[config.mk]
export PLATFORM = sky130hd
export DESIGN_NAME = serial_uart_bridge_flat
export DESIGN_NICKNAME = d
export VERILOG_FILES = /design/src/rtl/serial_uart_bridge_pkg.sv /design/src/rtl/serial_uart_bridge_if.sv /design/src/rtl/serial_uart_bridge_fifo.sv /design/src/rtl/serial_uart_bridge.sv /design/src/flat_wrapper.sv
export SDC_FILE = /design/constraint.sdc
export NUM_CORES = 1
export LEC_CHECK = 0
export CORE_AREA = 4 4 138 74
export CTS_BUF_LIST = sky130_fd_sc_hd__clkbuf_2
export CTS_CLUSTER_DIAMETER = 60
export DETAILED_ROUTE_END_ITERATION = 6
export DIE_AREA = 0 0 142 78
export PLACE_DENSITY = 0.78
export SLEW_MARGIN = 20
export SYNTH_ARGS = -nofsm -noshare
export SYNTH_HDL_FRONTEND = slang
export SYNTH_SLANG_ARGS = --single-unit
export TNS_END_PERCENT = 20
[constraint.sdc]
create_clock -name clock -period 6.7 [get_ports clock]
set_clock_uncertainty 0.2 [all_clocks]
set_input_delay 2.01 -clock clock [delete_from_list [all_inputs] [get_ports clock]]
set_output_delay 2.01 -clock clock [all_outputs]
set_load 0.02 [all_outputs]
[src/rtl/serial_uart_bridge_pkg.sv]
// Shared types and helpers for the serial UART bridge.
// Line FSM states, data width and a counter-width helper.
package serial_uart_pkg;

  typedef enum logic [1:0] {
    IDLE,
    START,
    DATA,
    STOP
  } uart_state_t;

  localparam int DATA_BITS = 8;

  function automatic int clog2(input int n);
    int r;
    r = 0;
    while ((1 << r) < n) r++;
    return r;
  endfunction

endpackage

[src/rtl/serial_uart_bridge_if.sv]
// Processor-facing serial port bundle.
// master = processor side, slave = bridge side.
interface serial_uart_bridge_if;

  logic [7:0] cpu_wdata_in;
  logic       cpu_wren_in;
  logic       cpu_rden_in;
  logic [7:0] cpu_rdata_out;
  logic       cpu_valid_out;
  logic       cpu_ready_out;

  modport master (
    output cpu_wdata_in,
    output cpu_wren_in,
    output cpu_rden_in,
    input  cpu_rdata_out,
    input  cpu_valid_out,
    input  cpu_ready_out
  );

  modport slave (
    input  cpu_wdata_in,
    input  cpu_wren_in,
    input  cpu_rden_in,
    output cpu_rdata_out,
    output cpu_valid_out,
    output cpu_ready_out
  );

endinterface

[src/rtl/serial_uart_bridge_fifo.sv]
// Show-ahead byte FIFO, power-of-2 depth.
// Push while full is accepted only when a pop frees a slot on the same edge.
module byte_fifo
  import serial_uart_pkg::*;
#(
  parameter int DEPTH = 4
) (
  input  logic       clock,
  input  logic       reset,
  input  logic       push,
  input  logic       pop,
  input  logic [7:0] din,
  output logic [7:0] dout,
  output logic       full,
  output logic       empty
);

  localparam int AW = clog2(DEPTH);

  logic [7:0]    mem [DEPTH];
  logic [AW-1:0] wr_ptr;
  logic [AW-1:0] rd_ptr;
  logic [AW:0]   count;
  logic          do_push;
  logic          do_pop;

  assign empty   = (count == '0);
  assign full    = (count == (AW+1)'(DEPTH));
  assign do_pop  = pop && !empty;
  assign do_push = push && (!full || do_pop);
  assign dout    = empty ? 8'h00 : mem[rd_ptr];

  always_ff @(posedge clock) begin
    if (!reset) begin
      wr_ptr <= '0;
      rd_ptr <= '0;
      count  <= '0;
    end else begin
      if (do_push) begin
        mem[wr_ptr] <= din;
        wr_ptr      <= wr_ptr + 1'b1;
      end
      if (do_pop) rd_ptr <= rd_ptr + 1'b1;
      if (do_push && !do_pop)
        count <= count + 1'b1;
      else if (do_pop && !do_push)
        count <= count - 1'b1;
    end
  end

endmodule

[src/rtl/serial_uart_bridge.sv]
// 8N1 UART bridge behind the processor serial port.
// TX and RX are independent, each buffered by a byte_fifo.
module serial_uart_bridge
  import serial_uart_pkg::*;
#(
  parameter int CLKS_PER_BIT = 16,
  parameter int TX_DEPTH     = 4,
  parameter int RX_DEPTH     = 4
) (
  input  logic                 clock,
  input  logic                 reset,
  serial_uart_bridge_if.slave  cpu,
  input  logic                 uart_rx_in,
  output logic                 uart_tx_out,
  output logic                 rx_overrun_out,
  output logic                 rx_frame_err_out
);

  localparam int CW = clog2(CLKS_PER_BIT);
  localparam int BW = clog2(DATA_BITS);

  localparam logic [CW-1:0] BIT_END  = CW'(CLKS_PER_BIT - 1);
  localparam logic [CW-1:0] HALF_END = CW'(CLKS_PER_BIT/2 - 1);
  localparam logic [BW-1:0] BIT_LAST = BW'(DATA_BITS - 1);

  // ---------------- TX ----------------
  uart_state_t          tx_state, tx_state_nx;
  logic [CW-1:0]        tx_cnt, tx_cnt_nx;
  logic [BW-1:0]        tx_bit, tx_bit_nx;
  logic [DATA_BITS-1:0] tx_shift, tx_shift_nx;
  logic                 tx_pop;
  logic                 tx_full;
  logic                 tx_empty;
  logic [7:0]           tx_head;

  byte_fifo #(.DEPTH(TX_DEPTH)) u_tx_fifo (
    .clock (clock),
    .reset (reset),
    .push  (cpu.cpu_wren_in && !tx_full),
    .pop   (tx_pop),
    .din   (cpu.cpu_wdata_in),
    .dout  (tx_head),
    .full  (tx_full),
    .empty (tx_empty)
  );

  assign cpu.cpu_ready_out = !tx_full;

  always_ff @(posedge clock) begin
    if (!reset) begin
      tx_state <= IDLE;
      tx_cnt   <= '0;
      tx_bit   <= '0;
      tx_shift <= '0;
    end else begin
      tx_state <= tx_state_nx;
      tx_cnt   <= tx_cnt_nx;
      tx_bit   <= tx_bit_nx;
      tx_shift <= tx_shift_nx;
    end
  end

  always_comb begin
    tx_state_nx = tx_state;
    tx_cnt_nx   = tx_cnt;
    tx_bit_nx   = tx_bit;
    tx_shift_nx = tx_shift;
    tx_pop      = 1'b0;
    unique case (tx_state)
      IDLE: begin
        if (!tx_empty) begin
          tx_pop      = 1'b1;
          tx_shift_nx = tx_head;
          tx_cnt_nx   = '0;
          tx_state_nx = START;
        end
      end
      START: begin
        if (tx_cnt == BIT_END) begin
          tx_cnt_nx   = '0;
          tx_bit_nx   = '0;
          tx_state_nx = DATA;
        end else begin
          tx_cnt_nx = tx_cnt + 1'b1;
        end
      end
      DATA: begin
        if (tx_cnt == BIT_END) begin
          tx_cnt_nx   = '0;
          tx_shift_nx = tx_shift >> 1;
          if (tx_bit == BIT_LAST)
            tx_state_nx = STOP;
          else
            tx_bit_nx = tx_bit + 1'b1;
        end else begin
          tx_cnt_nx = tx_cnt + 1'b1;
        end
      end
      STOP: begin
        if (tx_cnt == BIT_END) begin
          tx_cnt_nx = '0;
          // Chain straight into the next frame when data is waiting.
          if (!tx_empty) begin
            tx_pop      = 1'b1;
            tx_shift_nx = tx_head;
            tx_state_nx = START;
          end else begin
            tx_state_nx = IDLE;
          end
        end else begin
          tx_cnt_nx = tx_cnt + 1'b1;
        end
      end
      default: tx_state_nx = IDLE;
    endcase
  end

  always_comb begin
    uart_tx_out = 1'b1;
    unique case (tx_state)
      START:   uart_tx_out = 1'b0;
      DATA:    uart_tx_out = tx_shift[0];
      default: uart_tx_out = 1'b1;
    endcase
  end

  // ---------------- RX ----------------
  logic [1:0]           rx_sync;
  logic                 rx_s;
  uart_state_t          rx_state, rx_state_nx;
  logic [CW-1:0]        rx_cnt, rx_cnt_nx;
  logic [BW-1:0]        rx_bit, rx_bit_nx;
  logic [DATA_BITS-1:0] rx_shift, rx_shift_nx;
  logic                 rx_push;
  logic                 rx_pop;
  logic                 rx_full;
  logic                 rx_empty;
  logic                 rx_ovr_set;
  logic                 rx_err_set;

  assign rx_s   = rx_sync[1];
  assign rx_pop = cpu.cpu_rden_in && !rx_empty;

  byte_fifo #(.DEPTH(RX_DEPTH)) u_rx_fifo (
    .clock (clock),
    .reset (reset),
    .push  (rx_push),
    .pop   (rx_pop),
    .din   (rx_shift),
    .dout  (cpu.cpu_rdata_out),
    .full  (rx_full),
    .empty (rx_empty)
  );

  assign cpu.cpu_valid_out = !rx_empty;

  always_ff @(posedge clock) begin
    if (!reset) begin
      rx_sync          <= 2'b11;
      rx_state         <= IDLE;
      rx_cnt           <= '0;
      rx_bit           <= '0;
      rx_shift         <= '0;
      rx_overrun_out   <= 1'b0;
      rx_frame_err_out <= 1'b0;
    end else begin
      rx_sync          <= {rx_sync[0], uart_rx_in};
      rx_state         <= rx_state_nx;
      rx_cnt           <= rx_cnt_nx;
      rx_bit           <= rx_bit_nx;
      rx_shift         <= rx_shift_nx;
      rx_overrun_out   <= rx_overrun_out | rx_ovr_set;
      rx_frame_err_out <= rx_err_set;
    end
  end

  always_comb begin
    rx_state_nx = rx_state;
    rx_cnt_nx   = rx_cnt;
    rx_bit_nx   = rx_bit;
    rx_shift_nx = rx_shift;
    rx_push     = 1'b0;
    rx_ovr_set  = 1'b0;
    rx_err_set  = 1'b0;
    unique case (rx_state)
      IDLE: begin
        if (!rx_s) begin
          rx_cnt_nx   = '0;
          rx_state_nx = START;
        end
      end
      START: begin
        // Mid-start re-check rejects short line glitches.
        if (rx_cnt == HALF_END) begin
          rx_cnt_nx   = '0;
          rx_bit_nx   = '0;
          rx_state_nx = rx_s ? IDLE : DATA;
        end else begin
          rx_cnt_nx = rx_cnt + 1'b1;
        end
      end
      DATA: begin
        if (rx_cnt == BIT_END) begin
          rx_cnt_nx   = '0;
          rx_shift_nx = {rx_s, rx_shift[DATA_BITS-1:1]};
          if (rx_bit == BIT_LAST)
            rx_state_nx = STOP;
          else
            rx_bit_nx = rx_bit + 1'b1;
        end else begin
          rx_cnt_nx = rx_cnt + 1'b1;
        end
      end
      STOP: begin
        if (rx_cnt == BIT_END) begin
          rx_cnt_nx   = '0;
          rx_state_nx = IDLE;
          if (!rx_s)
            rx_err_set = 1'b1;
          else if (rx_full && !rx_pop)
            rx_ovr_set = 1'b1;
          else
            rx_push = 1'b1;
        end else begin
          rx_cnt_nx = rx_cnt + 1'b1;
        end
      end
      default: rx_state_nx = IDLE;
    endcase
  end

endmodule

[src/flat_wrapper.sv]
// flat-port wrapper written by rule: the top's interface ports become plain ports
module serial_uart_bridge_flat import serial_uart_pkg::*;
#(
  parameter int CLKS_PER_BIT = 16,
  parameter int TX_DEPTH     = 4,
  parameter int RX_DEPTH     = 4
)
  (clock, reset, uart_rx_in, uart_tx_out, rx_overrun_out, rx_frame_err_out, cpu_cpu_wdata_in, cpu_cpu_wren_in, cpu_cpu_rden_in, cpu_cpu_rdata_out, cpu_cpu_valid_out, cpu_cpu_ready_out);
  serial_uart_bridge_if cpu_i ();
  input  logic clock;
  input  logic reset;
  input  logic uart_rx_in;
  output logic uart_tx_out;
  output logic rx_overrun_out;
  output logic rx_frame_err_out;
  input wire logic [$bits(cpu_i.cpu_wdata_in)-1:0] cpu_cpu_wdata_in;
  input wire logic [$bits(cpu_i.cpu_wren_in)-1:0] cpu_cpu_wren_in;
  input wire logic [$bits(cpu_i.cpu_rden_in)-1:0] cpu_cpu_rden_in;
  output wire logic [$bits(cpu_i.cpu_rdata_out)-1:0] cpu_cpu_rdata_out;
  output wire logic [$bits(cpu_i.cpu_valid_out)-1:0] cpu_cpu_valid_out;
  output wire logic [$bits(cpu_i.cpu_ready_out)-1:0] cpu_cpu_ready_out;
  assign cpu_i.cpu_wdata_in = cpu_cpu_wdata_in;
  assign cpu_i.cpu_wren_in = cpu_cpu_wren_in;
  assign cpu_i.cpu_rden_in = cpu_cpu_rden_in;
  assign cpu_cpu_rdata_out = cpu_i.cpu_rdata_out;
  assign cpu_cpu_valid_out = cpu_i.cpu_valid_out;
  assign cpu_cpu_ready_out = cpu_i.cpu_ready_out;
  serial_uart_bridge #(.CLKS_PER_BIT(CLKS_PER_BIT), .TX_DEPTH(TX_DEPTH), .RX_DEPTH(RX_DEPTH)) u_core (.clock(clock), .reset(reset), .cpu(cpu_i), .uart_rx_in(uart_rx_in), .uart_tx_out(uart_tx_out), .rx_overrun_out(rx_overrun_out), .rx_frame_err_out(rx_frame_err_out));
endmodule
# Word-level counts from Yosys, hierarchy flattened
# Memories as Yosys holds them, arrays and structs flattened. A register that Yosys moved wholly into a read port is not among the register bits.
# Cells that the tools add are included.
[classes]
addsub = 12
n_eq_ne = 25
muxes = 61
bitwise = 1
reduce_logical = 40
[ops]
columns = ["cell", "count"]
rows = [
  ["two-way mux 8 bit", 4],
  ["two-way mux 2 bit", 15],
  ["two-way mux 3 bit", 10],
  ["one-hot mux 8 bit (3 select lines)", 1],
  ["two-way mux 4 bit", 5],
  ["two-way mux 1 bit", 18],
  ["inequality test 2 x 1 -> 1 bit (second input constant)", 8],
  ["one-hot mux 2 bit (4 select lines)", 2],
  ["adder 3 x 1 -> 3 bit (second input constant)", 4],
  ["equality test 3 bit (second input constant)", 4],
  ["one-hot mux 3 bit (2 select lines)", 2],
  ["one-hot mux 4 bit (3 select lines)", 1],
  ["logical AND 1 bit", 11],
  ["AND reduction 5 bit", 2],
  ["logical NOT 1 bit", 9],
  ["adder 2 x 1 -> 2 bit (second input constant)", 4],
  ["adder 4 x 1 -> 4 bit (second input constant)", 2],
  ["equality test 2 bit (second input constant)", 4],
  ["equality test 4 bit (second input constant)", 2],
  ["inequality test 2 bit (second input constant)", 4],
  ["one-hot mux 4 bit (2 select lines)", 1],
  ["AND reduction 4 bit", 2],
  ["nonzero test 2 bit", 4],
  ["logical NOT 3 bit", 2],
  ["12 further kinds", 18],
]
[word_totals]
reg_bits = 52
ramBits = 64
inputBits = 13
output_inout_bits = 13
elab_cells = 158
n_memories = 2
[memory_table]
columns = ["name", "words", "word_bits", "rd", "rd_clocked_by_memory_dff", "write_ports", "line", "source"]
rows = [
  ["u_core.u_rx_fifo.mem", 4, 8, 1, 1, 1, "serial_uart_bridge_fifo.sv:20", "logic [7:0] mem [DEPTH];"],
  ["u_core.u_tx_fifo.mem", 4, 8, 1, 1, 1, "serial_uart_bridge_fifo.sv:20", ""],
]

# Logic depth before layout (Yosys ltp)
# Gate-level depths: netlist of the first run.
[logic_depth]
ltp_word = 14
mapped_depth = 11
mapped_depth_nobuf = 10

# Hierarchy
# From an unflattened synthesis of the first run, not the netlist that was laid out.
[hier_totals]
cells_unflattened = 415
hier_area_um2 = 5465.2
[by_module_without_submodules]
columns = ["module", "instances", "cells_each", "area_each_um2", "seq_area_each_um2"]
rows = [
  ["byte_fifo", 2, 100, 1737.9, 1141.1],
  ["serial_uart_bridge", 1, 215, 1989.4, 760.7],
]

# Worst setup path after synthesis of the first run
# Ideal clock, no wire load.
[synth_timing]
path_kind = "input to register"
from = "in cpu_cpu_rden_in"
to = "reg u_core.u_rx_fifo.count[2]"
setup_time_ps = 76
arrival_ps = 3657
path_slack_ps = 2768
path_stages = 9
cell_sequence = "nor4b_1 > and4b_1 > buf_2 > ha_1 > inv_1 > fa_1 > xor2_1 > or3_1 > a21boi_0"
[synth_between]
elab_chain_len = 11
word_cells_on_any_way = 16
[synth_lines]
columns = ["element", "line", "source"]
rows = [
  ["start, declared", "flat_wrapper.sv:18", "input wire logic [$bits(cpu_i.cpu_rden_in)-1:0] cpu_cpu_rden_in;"],
  ["logical AND 1 bit (*)", "serial_uart_bridge.sv:142", "assign rx_pop = cpu.cpu_rden_in && !rx_empty;"],
  ["logical NOT 1 bit", "serial_uart_bridge.sv:220", "else if (rx_full && !rx_pop)"],
  ["logical AND 1 bit", "serial_uart_bridge.sv:220", ""],
  ["two-way mux 1 bit", "serial_uart_bridge.sv:220", ""],
  ["two-way mux 1 bit", "serial_uart_bridge.sv:218", "if (!rx_s)"],
  ["two-way mux 1 bit", "serial_uart_bridge.sv:215", "if (rx_cnt == BIT_END) begin"],
  ["two-way mux 1 bit", "serial_uart_bridge.sv:185", "unique case (rx_state)"],
  ["logical AND 1 bit", "serial_uart_bridge_fifo.sv:30", "assign do_push = push && (!full || do_pop);"],
  ["logical NOT 1 bit", "serial_uart_bridge_fifo.sv:46", "else if (do_pop && !do_push)"],
  ["logical AND 1 bit", "serial_uart_bridge_fifo.sv:46", ""],
  ["nonzero test 2 bit (no source line)", "n/a", ""],
  ["end signal, assigned", "serial_uart_bridge_fifo.sv:45", "count <= count + 1'b1;"],
  ["end signal, assigned", "serial_uart_bridge_fifo.sv:47", "count <= count - 1'b1;"],
  ["end, declared", "serial_uart_bridge_fifo.sv:23", "logic [AW:0] count;"],
]
# Mark *: on every way between the ends. The rest lies on a longest branch, timed or not.
# A chain may end at the register's enable or synchronous reset.

# Final worst setup path of the first run
[layout_timing]
from = "reg u_core.tx_state[0]"
to = "out uart_tx_out"
[layout_between]
elab_chain_len = 2
word_cells_on_any_way = 3
[layout_lines]
columns = ["element", "line", "source"]
rows = [
  ["start, declared", "serial_uart_bridge.sv:27", "uart_state_t tx_state, tx_state_nx;"],
  ["start signal, assigned", "serial_uart_bridge.sv:56", "tx_state <= tx_state_nx;"],
  ["equality test 2 bit or equality test 2 x 1 -> 1 bit (tied branches)", "serial_uart_bridge.sv:120", "unique case (tx_state)"],
  ["one-hot mux 1 bit (2 select lines) (*)", "serial_uart_bridge.sv:120", ""],
  ["end, declared", "flat_wrapper.sv:13", "output logic uart_tx_out;"],
]
# Marks and branches as above.

==> results of run 1 <==
## path summary, 6_finish.rpt
kind | from | to | depth (start not counted)
setup reg to reg | u_core.rx_state[0] | u_core.u_rx_fifo.count[2] | 8
setup / recovery | u_core.tx_state[0] | uart_tx_out | 4
hold / removal | u_core.rx_sync[0] | u_core.rx_sync[1] | 1
hold reg to reg | u_core.rx_sync[0] | u_core.rx_sync[1] | 1
## routing by layer
layer,GRT usage (%),up-vias
met5,0,-
met4,6.70,0
met3,5.97,9
met2,24.2,88
met1,27.3,1563
li1,-,1551
## cell type report
type | count | area (µm²) | share of cell area (%)
timing repair buffer | 26 | 258 | 4.45
clock inverter | 13 | 145 | 2.51
inverter | 10 | 37.5 | 0.648
clock buffer | 19 | 95.1 | 1.64
tap | 121 | 151 | 2.61
multi-input combinational | 254 | 2060 | 35.6
sequential | 120 | 3040 | 52.5
## stage by stage
stage          area, µm²  power, mW  cells  hold slack [ns]  setup WS [ns]
6_report            5790       1.78    563            0.252           1.74
5_1_grt             5790       1.87    563            0.306           1.60
4_1_cts             5790       1.79    563            0.265           1.68
3_5_place_dp        5550       1.33    531            0.216           2.04
3_3_place_gp        5550       1.31    531            0.200           2.14
2_1_floorplan       5250       1.23    408            0.186           2.77
## cells in the mapped netlist, types with 2 or more instances
master and count:
nor2_1 7, ha_1 21, a41oi_1 2, o21ai_0 15
nor3b_1 5, buf_2 6, xnor2_1 8, nand3_1 8
clkbuf_1 14, o221ai_1 2, o21ai_1 3, and3_1 13
dfxtp_1 56, edfxtp_1 64, fa_1 2, o22ai_1 8
nor4b_1 2, o211a_1 2, buf_1 2, mux2i_1 36
and2_0 2, inv_1 10, xor2_1 3, nand2_1 9
a21oi_1 20, and2_1 19, or2_2 2, and4b_1 2
nand2b_1 4, a21boi_0 6, nor2b_1 22, nor3_1 3
or3_1 4, mux4_2 8
## report_power, final
part           total (mW)  switching [mW]  internal [mW]
combinational       0.438           0.245          0.193
clock               0.460           0.282          0.178
sequential          0.878          0.0530          0.825
## flip-flops by register name, summed over array words and instances (netlist names), 2 cells and up, named ones only
register,cells
u_core.rx_bit,3
u_core.rx_cnt,4
u_core.rx_shift,8
u_core.rx_sync,2
u_core.tx_bit,3
u_core.tx_cnt,4
u_core.tx_shift,8
u_core.tx_state,2
u_core.u_rx_fifo.count,3
u_core.u_rx_fifo.mem,32
u_core.u_rx_fifo.rd_ptr,2
u_core.u_rx_fifo.wr_ptr,2
u_core.u_tx_fifo.count,3
u_core.u_tx_fifo.mem,32
u_core.u_tx_fifo.rd_ptr,2
u_core.u_tx_fifo.wr_ptr,2
## kinds of logic after synthesis
kind of cell | Yosys count | synth area share [%]
and+or+nand+nor | 110 | 13.2
xor gates and xnor gates | 11 | 1.83
DFF | 120 | 57.9
adders and majority gates | 23 | 5.76
buffers and inverters | 34 | 2.79
muxes | 45 | 10.5
AOI/OAI and AO/OA | 65 | 7.96
==> out/qor.txt, run 1 <==
Synthesis Warnings = 0
drc violations = 0
LEAKAGE = 2.06 nW
first-pass GRT wire length = 15400 µm
# rows = 25
Setup Total Neg Slack = 0 ns
Initial DRC Count = 225
width of the die = 142 µm
Crit path buffers/inverters = 2
CP max-delay cell = ha_1
die height = 78 µm
peak supply drop = 0.000196 V
Critical Path End Type = primary output
Antenna Nets Post-Route = 0
Post-CTS Resized = 0
clk root buf = clkbuf_2
Final Hold Viols = 0
met3 wire len = 704 µm
sequential area share after synthesis = 57.9%
Cell variety after synth = 52
core area = 9100 µm²
P per Cell Area = 307 nW/µm²
hpwl dp = 6520 µm
Met1 Wirelength = 4890 µm
Worst-path clk slew = 0.17 ns
Top FF cell, synth = edfxtp_1
Tcrit/Tclk final = 74.0%
DRT Wirelength = 9570 µm
fillers = 682
Crit path arrival time = 2.75 ns
# IOs = 26
top routing layer used = met4
average vias per placed instance = 5.70
CP Cell Sequence = inv_1 -> ha_1 -> mux2_2 -> clkdlybuf4s50_1
Initial Util = 57.7%
antenna violations before repair = 0
CP top delay family = buffers and inverters
H-tree levels = 4
commonest non-fill, non-tap cell in the layout = edfxtp_1
Detailed Routing Iterations Pass 1 = 7
Final Max Tran Viols = 0
metal2 WL = 3900 µm
final net count = 465
CTS tree = done
largest net degree at the start of global routing = 44
min cycle time layout = 4.96 ns
type of the worst setup path = reg2out
R2R setup slack = 3.63 ns
Cells after Synth = 408
IO buf count = 25
crit path max fanout = 18
WL/cell = 17.0 µm
outcome = finished clean
slew margin rel. = 38.9%
vias post-DR = 3211
fin util = 63.6%
GPL Wtd Cong = 0.836
layout cells sized above 1 = 11.3%
Yosys top cell area share = 36.6%
Global Route Usage Sum = 18.2%
max-cap violations = 0
CTS buffer count = 17
CP peak stage delay = 0.63 ns
Max Buffers Root-to-Sink = 2
maximum clock rate = 0.202 GHz
post-synth top area cell = edfxtp_1
vias in the first global route = 3042
Worst Tran Pin Value = 0.916 ns
mapped cell area = 5250 µm²
most frequent cells in the layout = edfxtp_1, dfxtp_1, mux2i_1
number of enable flip-flop cells after synthesis = 64
CP required = 4.49 ns
clock latency at the later pin of the worst-skew pair = 0.66 ns
Synth area leaders = edfxtp_1, dfxtp_1, mux2i_1, ha_1, mux4_2
die area = 11100 µm²
Synth Register Bits = 120
Final Setup Violations = 0
clock sinks = 120
Setup Buffers After CTS = 0
CP Launch Type = register
Synth-to-Final Area Change = 10.3%
# diodes = 0
gr ovfl total = 0
Async SR Flop Fraction = 0%
syn avg cell area = 12.9 µm²
Mapped Nets = 444
RSZ-0062 raised after global routing = false
hold_buf cts = 0
Hold Path Class = reg2reg
(Power assumes the default switching activity.)
==> inputs of run 2 (changes only) <==
Settings changed: CORE_AREA 4 4 138 74 to 4 4 142 76, DIE_AREA 0 0 142 78 to 0 0 146 80, PLACE_DENSITY 0.78 to 0.77.
Clock period 6.7 ns to 4.33 ns, I/O delays scaled along.
==> run 2 against run 1 <==
  * Critical path depth is 1 lower
  * Global-route usage is 1.8 points lower
  * Clock-buffer cell count is 2 higher
  * Setup slack worse by 1.5 ns
  * First-iteration DRC count is 37% lower
  * Sequential share of layout area is 0.34 points higher
  * Hold slack worse by 0.026 ns
  * Design area is 0.65% lower
  * Via count is 3.0% lower
  * Flip-flop and latch count stayed put
  * Wire length is 8.1% lower
  * Sequential power is 55% higher
==> out/qor.txt, run 2 (synthesis results as in run 1) <==
die height = 80 µm (was 78 µm)
Synth-to-Final Area Change = 9.58% (was 10.3%)
Setup Buffers After CTS = 0 (unchanged)
clock sinks = 120 (unchanged)
clock latency at the later pin of the worst-skew pair = 0.64 ns (was 0.66 ns)
depth of the most critical reg-to-reg path = 9 (was 8)
commonest non-fill, non-tap cell in the layout = edfxtp_1 (unchanged)
vias post-DR = 3114 (was 3211)
hold path depth = 1 (unchanged)
Max Buffers Root-to-Sink = 2 (unchanged)
Tcrit/Tclk final = 95.0%
# IOs = 26 (unchanged)
Worst Tran Pin Value = 0.859 ns (was 0.916 ns)
CTS buffer count = 17 (unchanged)
Post-CTS Resized = 0 (unchanged)
fillers = 729 (was 682)
fin util = 61.5% (was 63.6%)
RSZ-0062 raised after global routing = false (unchanged)
CTS tree = done (unchanged)
Reg-to-Reg Start = u_core.rx_cnt[0] (was u_core.rx_state[0])
# rows = 25 (unchanged)
# diodes = 0 (unchanged)
gr ovfl total = 0 (unchanged)
Detailed Routing Iterations Pass 1 = 5 (was 7)
crit path max fanout = 8 (was 18)
WL/cell = 15.6 µm (was 17.0 µm)
slew margin rel. = 42.6% (was 38.9%)
Global Route Usage Sum = 16.4% (was 18.2%)
final net count = 467 (was 465)
layout cells sized above 1 = 11.5% (was 11.3%)
Final Hold Viols = 0 (unchanged)
Final Max Tran Viols = 0 (unchanged)
CP required = 2.83 ns (was 4.49 ns)
Critical R2R Capture = u_core.u_rx_fifo.count[2] (unchanged)
die area = 11700 µm² (was 11100 µm²)
hold wc startpoint = u_core.rx_sync[0] (unchanged)
top flop regs = u_core.u_rx_fifo.mem x32, u_core.u_tx_fifo.mem x32 (unchanged)
outcome = finished clean (unchanged)
core area = 9350 µm² (was 9100 µm²)
Critical Path End Type = primary output (unchanged)
Initial Util = 56.2% (was 57.7%)
clk root buf = clkbuf_2 (unchanged)
min cycle time layout = 4.11 ns
hpwl dp = 6000 µm (was 6520 µm)
width of the die = 146 µm (was 142 µm)
maximum clock rate = 0.243 GHz
Initial DRC Count = 142 (was 225)
drc violations = 0 (unchanged)
most frequent cells in the layout = edfxtp_1, dfxtp_1, mux2i_1 (unchanged)
vias in the first global route = 3140 (was 3042)
GPL Wtd Cong = 0.773 (was 0.836)
Final Setup Violations = 0 (unchanged)
max-cap violations = 0 (unchanged)
Setup Total Neg Slack = 0 ns (unchanged)
Crit path arrival time = 2.61 ns (was 2.75 ns)
Hold Path End = u_core.rx_sync[1] (unchanged)
peak supply drop = 0.000257 V (was 0.000196 V)
P per Cell Area = 453 nW/µm² (was 307 nW/µm²)
R2R setup slack = 1.33 ns (was 3.63 ns)
Hold Path Class = reg2reg (unchanged)
final worst slack = 0.216 ns (was 1.74 ns)
largest net degree at the start of global routing = 39 (was 44)
first-pass GRT wire length = 14900 µm (was 15400 µm)
Antenna Nets Post-Route = 0 (unchanged)
DRT Wirelength = 8800 µm (was 9570 µm)
antenna violations before repair = 0 (unchanged)
CP Launch Type = register (unchanged)
Place WS = 0.285 ns (was 2.04 ns)
hold_buf cts = 0 (unchanged)
average vias per placed instance = 5.51 (was 5.70)
type of the worst setup path = reg2out (unchanged)
IO buf count = 25 (unchanged)
Worst-path clk slew = 0.16 ns (was 0.17 ns)
H-tree levels = 4 (unchanged)
LEAKAGE = 2.06 nW (about the same)
## run 2: changes by cell type in the layout (fill, tap and decap cells not counted), sizes merged
cell	change
clkbuf	+2
buf	+2
clkinv	+3
inv	-4
bufinv	-1
## run 2: area by class of cell
type / count / area, µm² / share of cell area (%)
Sequential cell: 120 / 3040 / 52.9
Multi-Input combinational cell: 254 / 2060 / 35.8
Timing Repair Buffer: 28 / 273 / 4.74
Tap cell: 121 / 151 / 2.63
Clock buffer: 21 / 105 / 1.83
Clock inverter: 11 / 82.6 / 1.43
Inverter: 10 / 37.5 / 0.652
## run 2: worst max-delay path by stage
stage                                           end  slack (ns)  cells past startpoint
after global placement    u_core.u_rx_fifo.count[2]        0.50                      9
after global routing           cpu_cpu_rdata_out[3]        0.02                      3
after floorplan           u_core.u_rx_fifo.count[2]        1.11                      9
after detailed placement  u_core.u_rx_fifo.count[2]        0.28                      9
final                          cpu_cpu_rdata_out[3]        0.22                      3
after CTS                      cpu_cpu_rdata_out[3]        0.11                      3
## run 2: per-stage QoR
| stage | std cells | hold slack, ns | total power, mW | cell area, µm² |
|---|---|---|---|---|
| finish | 565 | 0.226 | 2.61 | 5760 |
| global route | 565 | 0.240 | 2.77 | 5760 |
| CTS | 565 | 0.229 | 2.63 | 5760 |
| detailed placement | 533 | 0.191 | 2.03 | 5570 |
| global placement | 533 | 0.189 | 1.99 | 5570 |
| floorplan | 408 | 0.186 | 1.91 | 5250 |
## run 2: routing by layer
layer / track usage (%) / wire length, µm
met1: 18.3 / 3840
met2: 29.2 / 4460
met3: 5.28 / 434
met4: 7.04 / 62
met5: 0 / 0
## run 2: report_power, final
| part | total, mW | switching (mW) | internal [mW] |
|---|---|---|---|
| registers | 1.36 | 0.0815 | 1.28 |
| logic | 0.653 | 0.352 | 0.302 |
| clock network | 0.593 | 0.388 | 0.205 |
## run 2: worst max-delay path: stages, from the launching register on
cell and delay (ns):
dfxtp_1 0.70, mux4_2 0.58, and2_1 0.17, clkdlybuf4s50_1 0.53
